===== src/rtl/rv_ctrl_pkg.sv =====
// rv_ctrl_pkg -- shared definitions for the multicycle RISC-V controller.
// Holds the FSM state encoding, the major-opcode constants, the ALUControl
// codes, the srcA/srcB/writeback select encodings, and small decode helpers
// used by the controller and the ALU decoder.
package rv_ctrl_pkg;

    typedef enum logic [2:0] {
        FETCH  = 3'd0,
        DECODE = 3'd1,
        EXEC   = 3'd2,
        MEM    = 3'd3,
        WB     = 3'd4,
        BRTGT  = 3'd5,
        TRAP   = 3'd6
    } state_t;

    localparam logic [6:0] OPC_OP        = 7'b0110011;
    localparam logic [6:0] OPC_OP_IMM    = 7'b0010011;
    localparam logic [6:0] OPC_OP_32     = 7'b0111011;
    localparam logic [6:0] OPC_OP_IMM_32 = 7'b0011011;
    localparam logic [6:0] OPC_LOAD      = 7'b0000011;
    localparam logic [6:0] OPC_STORE     = 7'b0100011;
    localparam logic [6:0] OPC_BRANCH    = 7'b1100011;
    localparam logic [6:0] OPC_JAL       = 7'b1101111;
    localparam logic [6:0] OPC_JALR      = 7'b1100111;
    localparam logic [6:0] OPC_LUI       = 7'b0110111;
    localparam logic [6:0] OPC_AUIPC     = 7'b0010111;

    localparam logic [3:0] ALU_ADD  = 4'd0;
    localparam logic [3:0] ALU_SUB  = 4'd1;
    localparam logic [3:0] ALU_AND  = 4'd2;
    localparam logic [3:0] ALU_OR   = 4'd3;
    localparam logic [3:0] ALU_XOR  = 4'd4;
    localparam logic [3:0] ALU_SLL  = 4'd5;
    localparam logic [3:0] ALU_SRL  = 4'd6;
    localparam logic [3:0] ALU_SRA  = 4'd7;
    localparam logic [3:0] ALU_SLT  = 4'd8;
    localparam logic [3:0] ALU_SLTU = 4'd9;

    localparam logic [1:0] SRCA_RD1  = 2'd0;
    localparam logic [1:0] SRCA_PC   = 2'd1;
    localparam logic [1:0] SRCA_ZERO = 2'd2;
    localparam logic       SRCB_RD2  = 1'b0;
    localparam logic       SRCB_IMM  = 1'b1;

    localparam logic [1:0] WB_ALU  = 2'd0;
    localparam logic [1:0] WB_LOAD = 2'd1;
    localparam logic [1:0] WB_PC4  = 2'd2;

    typedef struct packed {
        logic [1:0] src_a;
        logic       src_b;
    } operand_sel_t;

    // True for every major opcode the controller knows how to sequence.
    function automatic logic is_legal_opcode(input logic [6:0] opc);
        logic legal;
        case (opc)
            OPC_OP, OPC_OP_IMM, OPC_OP_32, OPC_OP_IMM_32,
            OPC_LOAD, OPC_STORE, OPC_BRANCH, OPC_JAL,
            OPC_JALR, OPC_LUI, OPC_AUIPC: legal = 1'b1;
            default:                      legal = 1'b0;
        endcase
        return legal;
    endfunction

    // ALU operand sources held from EXEC to the last cycle of the instruction.
    function automatic operand_sel_t operand_sel(input logic [6:0] opc);
        operand_sel_t sel;
        case (opc)
            OPC_OP, OPC_OP_32, OPC_BRANCH: sel = '{src_a: SRCA_RD1,  src_b: SRCB_RD2};
            OPC_LUI:                       sel = '{src_a: SRCA_ZERO, src_b: SRCB_IMM};
            OPC_AUIPC, OPC_JAL:            sel = '{src_a: SRCA_PC,   src_b: SRCB_IMM};
            default:                       sel = '{src_a: SRCA_RD1,  src_b: SRCB_IMM};
        endcase
        return sel;
    endfunction

    // Branch condition from the flags of rs1 - rs2 (carry set means no borrow).
    function automatic logic branch_taken(input logic [2:0] f3, input logic z,
                                          input logic n, input logic c, input logic v);
        logic tk;
        case (f3)
            3'b000:  tk = z;
            3'b001:  tk = ~z;
            3'b100:  tk = n ^ v;
            3'b101:  tk = ~(n ^ v);
            3'b110:  tk = ~c;
            3'b111:  tk = c;
            default: tk = 1'b0;
        endcase
        return tk;
    endfunction

endpackage


===== src/rtl/alu_decoder.sv =====
// alu_decoder -- combinational map from instruction fields to ALU function.
// Ports:
//   opcode  [6:0] in   major opcode
//   funct3  [2:0] in   instr[14:12]
//   funct7        in   instr[30]
//   alu_control [3:0] out  ALUControl code
//   word          out  32-bit (W-form) operation
module alu_decoder
    import rv_ctrl_pkg::*;
(
    input  logic [6:0] opcode,
    input  logic [2:0] funct3,
    input  logic       funct7,
    output logic [3:0] alu_control,
    output logic       word
);

    logic is_reg_form_s;

    // Decode the ALU function; funct7 only separates SUB from ADD on
    // register-register forms, but always separates SRA from SRL.
    always_comb begin
        alu_control   = ALU_ADD;
        is_reg_form_s = (opcode == OPC_OP) || (opcode == OPC_OP_32);
        word          = ((opcode == OPC_OP_32) || (opcode == OPC_OP_IMM_32)) ? 1'b1 : 1'b0;
        case (opcode)
            OPC_OP, OPC_OP_32, OPC_OP_IMM, OPC_OP_IMM_32: begin
                case (funct3)
                    3'b000:  alu_control = (funct7 && is_reg_form_s) ? ALU_SUB : ALU_ADD;
                    3'b001:  alu_control = ALU_SLL;
                    3'b010:  alu_control = ALU_SLT;
                    3'b011:  alu_control = ALU_SLTU;
                    3'b100:  alu_control = ALU_XOR;
                    3'b101:  alu_control = funct7 ? ALU_SRA : ALU_SRL;
                    3'b110:  alu_control = ALU_OR;
                    3'b111:  alu_control = ALU_AND;
                    default: alu_control = ALU_ADD;
                endcase
            end
            OPC_BRANCH: alu_control = ALU_SUB;
            default:    alu_control = ALU_ADD;
        endcase
    end

endmodule


===== src/rtl/multicycle_controller.sv =====
// multicycle_controller -- FSM sequencing a multicycle RV64 datapath.
// Ports:
//   clk, rst (async, active-low)
//   opcode/funct3/funct7       instruction fields from the IR
//   Zero/Negative/Carry/Overflow  ALU flags (Carry=1: no borrow)
//   imem_ready, dmem_ready     memory handshakes
//   pc_write, ir_write, regWriteEnable, load, store, word, ALUControl,
//   JALR, sel_mux_pcnext, sel_mux_srcB, sel_mux_srcA, sel_mux_writeback
//                              datapath controls
//   illegal                    sticky trap flag
//   instret [N-1:0]            count of cycles with pc_write=1
module multicycle_controller
    import rv_ctrl_pkg::*;
#(
    parameter int N = 64
)
(
    input  logic         clk,
    input  logic         rst,
    input  logic [6:0]   opcode,
    input  logic [2:0]   funct3,
    input  logic         funct7,
    input  logic         Zero,
    input  logic         Negative,
    input  logic         Carry,
    input  logic         Overflow,
    input  logic         imem_ready,
    input  logic         dmem_ready,
    output logic         pc_write,
    output logic         ir_write,
    output logic         regWriteEnable,
    output logic         load,
    output logic         store,
    output logic         word,
    output logic [3:0]   ALUControl,
    output logic         JALR,
    output logic         sel_mux_pcnext,
    output logic         sel_mux_srcB,
    output logic [1:0]   sel_mux_srcA,
    output logic [1:0]   sel_mux_writeback,
    output logic         illegal,
    output logic [N-1:0] instret
);

    state_t         state_q, state_d;
    logic           taken_q, taken_d;
    logic           illegal_q, illegal_d;
    logic [N-1:0]   instret_q, instret_d;

    logic [3:0]     dec_alu_s;
    logic           dec_word_s;
    operand_sel_t   opsel_s;

    logic           pc_write_s, ir_write_s, reg_write_s, load_s, store_s, word_s;
    logic [3:0]     alu_ctl_s;
    logic           jalr_s, pcnext_s, src_b_s;
    logic [1:0]     src_a_s, wb_sel_s;

    alu_decoder u_alu_decoder (
        .opcode      (opcode),
        .funct3      (funct3),
        .funct7      (funct7),
        .alu_control (dec_alu_s),
        .word        (dec_word_s)
    );

    assign opsel_s = operand_sel(opcode);

    // Next-state and control decode; every output is forced low while reset
    // is held so no enable can leak out of an abandoned instruction.
    always_comb begin
        state_d     = state_q;
        taken_d     = taken_q;
        pc_write_s  = 1'b0;
        ir_write_s  = 1'b0;
        reg_write_s = 1'b0;
        load_s      = 1'b0;
        store_s     = 1'b0;
        word_s      = 1'b0;
        alu_ctl_s   = ALU_ADD;
        jalr_s      = 1'b0;
        pcnext_s    = 1'b0;
        src_b_s     = SRCB_RD2;
        src_a_s     = SRCA_RD1;
        wb_sel_s    = WB_ALU;

        case (state_q)
            FETCH: begin
                if (imem_ready) begin
                    ir_write_s = 1'b1;
                    state_d    = DECODE;
                end else begin
                    state_d    = FETCH;
                end
            end
            DECODE: begin
                state_d = is_legal_opcode(opcode) ? EXEC : TRAP;
            end
            EXEC: begin
                src_a_s   = opsel_s.src_a;
                src_b_s   = opsel_s.src_b;
                alu_ctl_s = dec_alu_s;
                word_s    = dec_word_s;
                case (opcode)
                    OPC_LOAD, OPC_STORE: state_d = MEM;
                    OPC_BRANCH: begin
                        if ((funct3 == 3'b010) || (funct3 == 3'b011)) begin
                            state_d = TRAP;
                        end else begin
                            taken_d = branch_taken(funct3, Zero, Negative, Carry, Overflow);
                            state_d = BRTGT;
                        end
                    end
                    default: state_d = WB;
                endcase
            end
            MEM: begin
                // Address stays rs1 + imm for the whole access.
                src_a_s   = SRCA_RD1;
                src_b_s   = SRCB_IMM;
                alu_ctl_s = ALU_ADD;
                load_s    = (opcode == OPC_LOAD);
                store_s   = (opcode == OPC_STORE);
                if (dmem_ready) begin
                    if (opcode == OPC_LOAD) begin
                        state_d = WB;
                    end else begin
                        // Stores retire here: advance to pc+4.
                        pc_write_s = 1'b1;
                        pcnext_s   = 1'b0;
                        state_d    = FETCH;
                    end
                end else begin
                    state_d = MEM;
                end
            end
            WB: begin
                src_a_s     = opsel_s.src_a;
                src_b_s     = opsel_s.src_b;
                alu_ctl_s   = dec_alu_s;
                word_s      = dec_word_s;
                reg_write_s = 1'b1;
                pc_write_s  = 1'b1;
                jalr_s      = (opcode == OPC_JALR);
                case (opcode)
                    OPC_LOAD: wb_sel_s = WB_LOAD;
                    OPC_JAL, OPC_JALR: begin
                        wb_sel_s = WB_PC4;
                        pcnext_s = 1'b1;
                    end
                    default:  wb_sel_s = WB_ALU;
                endcase
                state_d = FETCH;
            end
            BRTGT: begin
                // ALU now forms pc + imm; PC only loads if the branch was taken.
                src_a_s    = SRCA_PC;
                src_b_s    = SRCB_IMM;
                alu_ctl_s  = ALU_ADD;
                pcnext_s   = 1'b1;
                pc_write_s = taken_q;
                state_d    = FETCH;
            end
            TRAP: begin
                state_d = TRAP;
            end
            default: begin
                state_d = TRAP;
            end
        endcase

        if (!rst) begin
            pc_write_s  = 1'b0;
            ir_write_s  = 1'b0;
            reg_write_s = 1'b0;
            load_s      = 1'b0;
            store_s     = 1'b0;
            word_s      = 1'b0;
            alu_ctl_s   = ALU_ADD;
            jalr_s      = 1'b0;
            pcnext_s    = 1'b0;
            src_b_s     = SRCB_RD2;
            src_a_s     = SRCA_RD1;
            wb_sel_s    = WB_ALU;
        end else begin
            // Out of reset the decoded controls pass through unchanged.
            state_d = state_d;
        end

        illegal_d = illegal_q | (state_d == TRAP);
        instret_d = instret_q + {{(N-1){1'b0}}, pc_write_s};
    end

    // State, branch decision, trap flag and retire counter.
    always_ff @(posedge clk or negedge rst) begin
        if (!rst) begin
            state_q   <= FETCH;
            taken_q   <= 1'b0;
            illegal_q <= 1'b0;
            instret_q <= {N{1'b0}};
        end else begin
            state_q   <= state_d;
            taken_q   <= taken_d;
            illegal_q <= illegal_d;
            instret_q <= instret_d;
        end
    end

    assign pc_write          = pc_write_s;
    assign ir_write          = ir_write_s;
    assign regWriteEnable    = reg_write_s;
    assign load              = load_s;
    assign store             = store_s;
    assign word              = word_s;
    assign ALUControl        = alu_ctl_s;
    assign JALR              = jalr_s;
    assign sel_mux_pcnext    = pcnext_s;
    assign sel_mux_srcB      = src_b_s;
    assign sel_mux_srcA      = src_a_s;
    assign sel_mux_writeback = wb_sel_s;
    assign illegal           = illegal_q;
    assign instret           = instret_q;

endmodule


===== config.mk =====
export PLATFORM = sky130hd
export DESIGN_NAME = multicycle_controller
export DESIGN_NICKNAME = d
export VERILOG_FILES = /design/src/rtl/rv_ctrl_pkg.sv /design/src/rtl/alu_decoder.sv /design/src/rtl/multicycle_controller.sv
export SDC_FILE = /design/constraint.sdc
export NUM_CORES = 1
export LEC_CHECK = 0
export ABC_AREA = 1
export CAP_MARGIN = 20
export CORE_MARGIN = 1.5
export CORE_UTILIZATION = 55
export DETAILED_ROUTE_END_ITERATION = 10
export GPL_ROUTABILITY_DRIVEN = 1
export PLACE_DENSITY = 0.89
export SLEW_MARGIN = 10
export SYNTH_ARGS = -nofsm -noshare
export SYNTH_HDL_FRONTEND = slang
export SYNTH_HIERARCHICAL = 1
export SYNTH_SLANG_ARGS = --single-unit

===== constraint.sdc =====
create_clock -name clk -period 3.2 [get_ports clk]
set_input_delay 0.64 -clock clk [delete_from_list [all_inputs] [get_ports clk]]
set_output_delay 0.64 -clock clk [all_outputs]
set_load 0.05 [all_outputs]

==> summary.txt <==
Placed design
  – Gpl congestion: 1.03
  – Dpl cells: 870
  – Port-buffer cells: 100
  – DP Wirelength: 12500 um
  – Post-placement worst setup slack: 0.0714 ns

Yosys
  – Synth Instances: 654
  – Post-synth ARST share: 100%
  – YS warnings: 6
  – EDFF count, synth: 0
  – Synth top area cells: dfrtp_1 (38%), nand2_1 (15%), nor2_1 (9.6%), inv_1 (7.3%), xor2_1 (6.6%)
  – Post-synthesis sequential area ratio: 38.3%
  – Count of cell types in the netlist: 24
  – Post-Synthesis Cell Area: 4500 um2
  – Dominant synthesized flop cell: dfrtp_1
  – Most common cell in the netlist: nand2_1
  – Area leader, netlist: dfrtp_1
  – Synth Area per Inst: 6.89 um2
  – Top cell type's share of synthesized area: 38.3%
  – #FFs+latches synth: 69
  – Commonest cells post-synth: nand2_1 (180), nor2_1 (115), inv_1 (88), dfrtp_1 (69), nand3_1 (48)
  – Syn Nets: 675

Timing
  – Final Hold Viols: 0
  – Slew margin rel.: 64.1%
  – Slew @ Worst Pin: 0.538 ns
  – Max-slew violations: 0
  – RSZ-0062 raised after global routing: false
  – Setup TNS: 0 ns
  – Setup ws final: 0.265 ns
  – Max frequency: 0.341 GHz
  – Min Tclk post-route: 2.94 ns
  – Fin crit share: 91.7%
  – Final clock skew: 0.0132 ns
  – Final Setup Violations: 0

Drt
  – Post-route antenna net violation count: 0
  – Routed wire per std cell: 17.3 um
  – Number of vias per cell: 5.63
  – DRC viols: 0
  – Via count: 4992
  – Drt first pass iters: 5
  – Post-Route WL: 15300 um
  – Starting DRT DRC Count: 401

Floorplanning
  – Site row count: 32
  – Initial Util: 57.7%
  – Die Area: 8740 um2
  – Core area: 7810 um2
  – Die X: 93.5 um
  – IO Count: 101
  – Die H: 93.5 um

Run
  – Max Cap Viol: 0

Power and ir drop
  – PD cells: 378 nW/um2
  – Peak supply drop: 0.247 mV
  – Final Power: 0.00230 W
  – Leak pwr: 2.70 nW

Clock network
  – # hold bufs at CTS: 0
  – H-tree depth: 3
  – Postcts setup bufs: 0
  – # resized after CTS: 0
  – Clk slew on worst S/H paths: 0.08 ns
  – Worst skew pair latency: 0.36 ns
  – Num CTS Buffers: 9
  – CTS root buf: clkbuf_8
  – Clock Sink Count: 69
  – CTS Buffer Depth: 2
  – TritonCTS clock tree: built

Final layout
  – N_diodes: 0
  – Non-Filler Instances: 886
  – Layout cells sized above 1: 10.6%
  – P&R area growth vs syn: 35.2%
  – Layout Utilization: 78.0%
  – FILL cells: 593
  – Final #Nets: 800

Global route
  – Total Routing Usage GR: 36.7%
  – Grt total ovfl: 0
  – Largest net degree at the start of global routing: 40
  – First-pass GRT wire length: 24400 um
  – Vias in the first global route: 4935
  – Antenna violations before repair: 0

Worst setup path
  – CP Launch Type: input port
  – WP data arrival: 2.30 ns
  – Critical path class: in -> out
  – Crit end category: primary output
  – Worst-path fanout max: 5
  – Worst path required time: 2.56 ns

Run status
  – Status: completed

Min path
  – Worst Hold Class: in -> async
## critical path, stage by stage
cell,delay [ns]
clkdlybuf4s50_1,0.51
buf_4,0.15
nand3_1,0.14
inv_1,0.13
nand2_1,0.08
nand2_1,0.09
nand2_1,0.05
o21ai_0,0.30
buf_12,0.19
## kinds of logic after synthesis
| family | synth area share, % |
|---|---|
| buffers and inverters | 7.50 |
| and+or+nand+nor | 42.3 |
| adders and majority gates | 0.555 |
| DFF | 38.3 |
| AOI/OAI and AO/OA | 2.14 |
| xor gates and xnor gates | 9.14 |
## path summary, 6_finish.rpt
kind / start / end / slack [ns] / depth (start not counted)
min in group clk: illegal / illegal / 0.51 / 2
hold / removal: rst / instret[5] / 0.42 / 2
max in group asynchronous: rst / instret[50] / 2.37 / 2
setup reg to reg: state_q[1] / instret[62] / 0.75 / 15
setup / recovery: opcode[6] / sel_mux_srcA[0] / 0.26 / 9
hold reg to reg: illegal / illegal / 0.51 / 2
## report_power, final
| part | internal, W | switching, W |
|---|---|---|
| logic | 0.000188 | 0.000345 |
| registers | 0.000914 | 0.0000576 |
| clock network | 0.000438 | 0.000362 |
## sequential cells by signal (all words and copies together) (netlist names)
name	flops
illegal	1
taken_q	1
instret	64
state_q	3
## cell usage in the layout (no fill, tap or decap), types with 17 or more instances in the layout
cell type	Yosys	layout
clkdlybuf4s50_1	0	82
nand3_1	48	48
buf_4	0	17
nand4_1	17	17
inv_1	88	88
xor2_1	34	34
dfrtp_1	69	69
nor2_1	115	115
nand2_1	180	180
nor3_1	35	34
## per-layer routing
layer  wire [um]  GRT usage (%)  up-vias
met3        1300           6.75       56
met2        7070           58.5      289
met5           0              0        -
met1        6340           48.3     2342
met4         586           16.7        0
li1            -              -     2305
## per-stage QoR
step,area [um2],hold WS [ns]
5_1_grt,6090,0.456
4_1_cts,6090,0.419
3_5_place_dp,5870,0.481
6_report,6090,0.418
3_3_place_gp,5870,0.455
2_1_floorplan,4510,0.344
## cell type report
| type | count | area [um2] | area share [%] |
|---|---|---|---|
| tap | 102 | 128 | 2.10 |
| inverter | 90 | 338 | 5.55 |
| timing repair buffer | 114 | 1230 | 20.3 |
| multi-input combinational | 495 | 2450 | 40.2 |
| clock buffer | 10 | 128 | 2.10 |
| clock inverter | 6 | 87.6 | 1.44 |
| sequential | 69 | 1730 | 28.4 |
(Power assumes the default switching activity.)
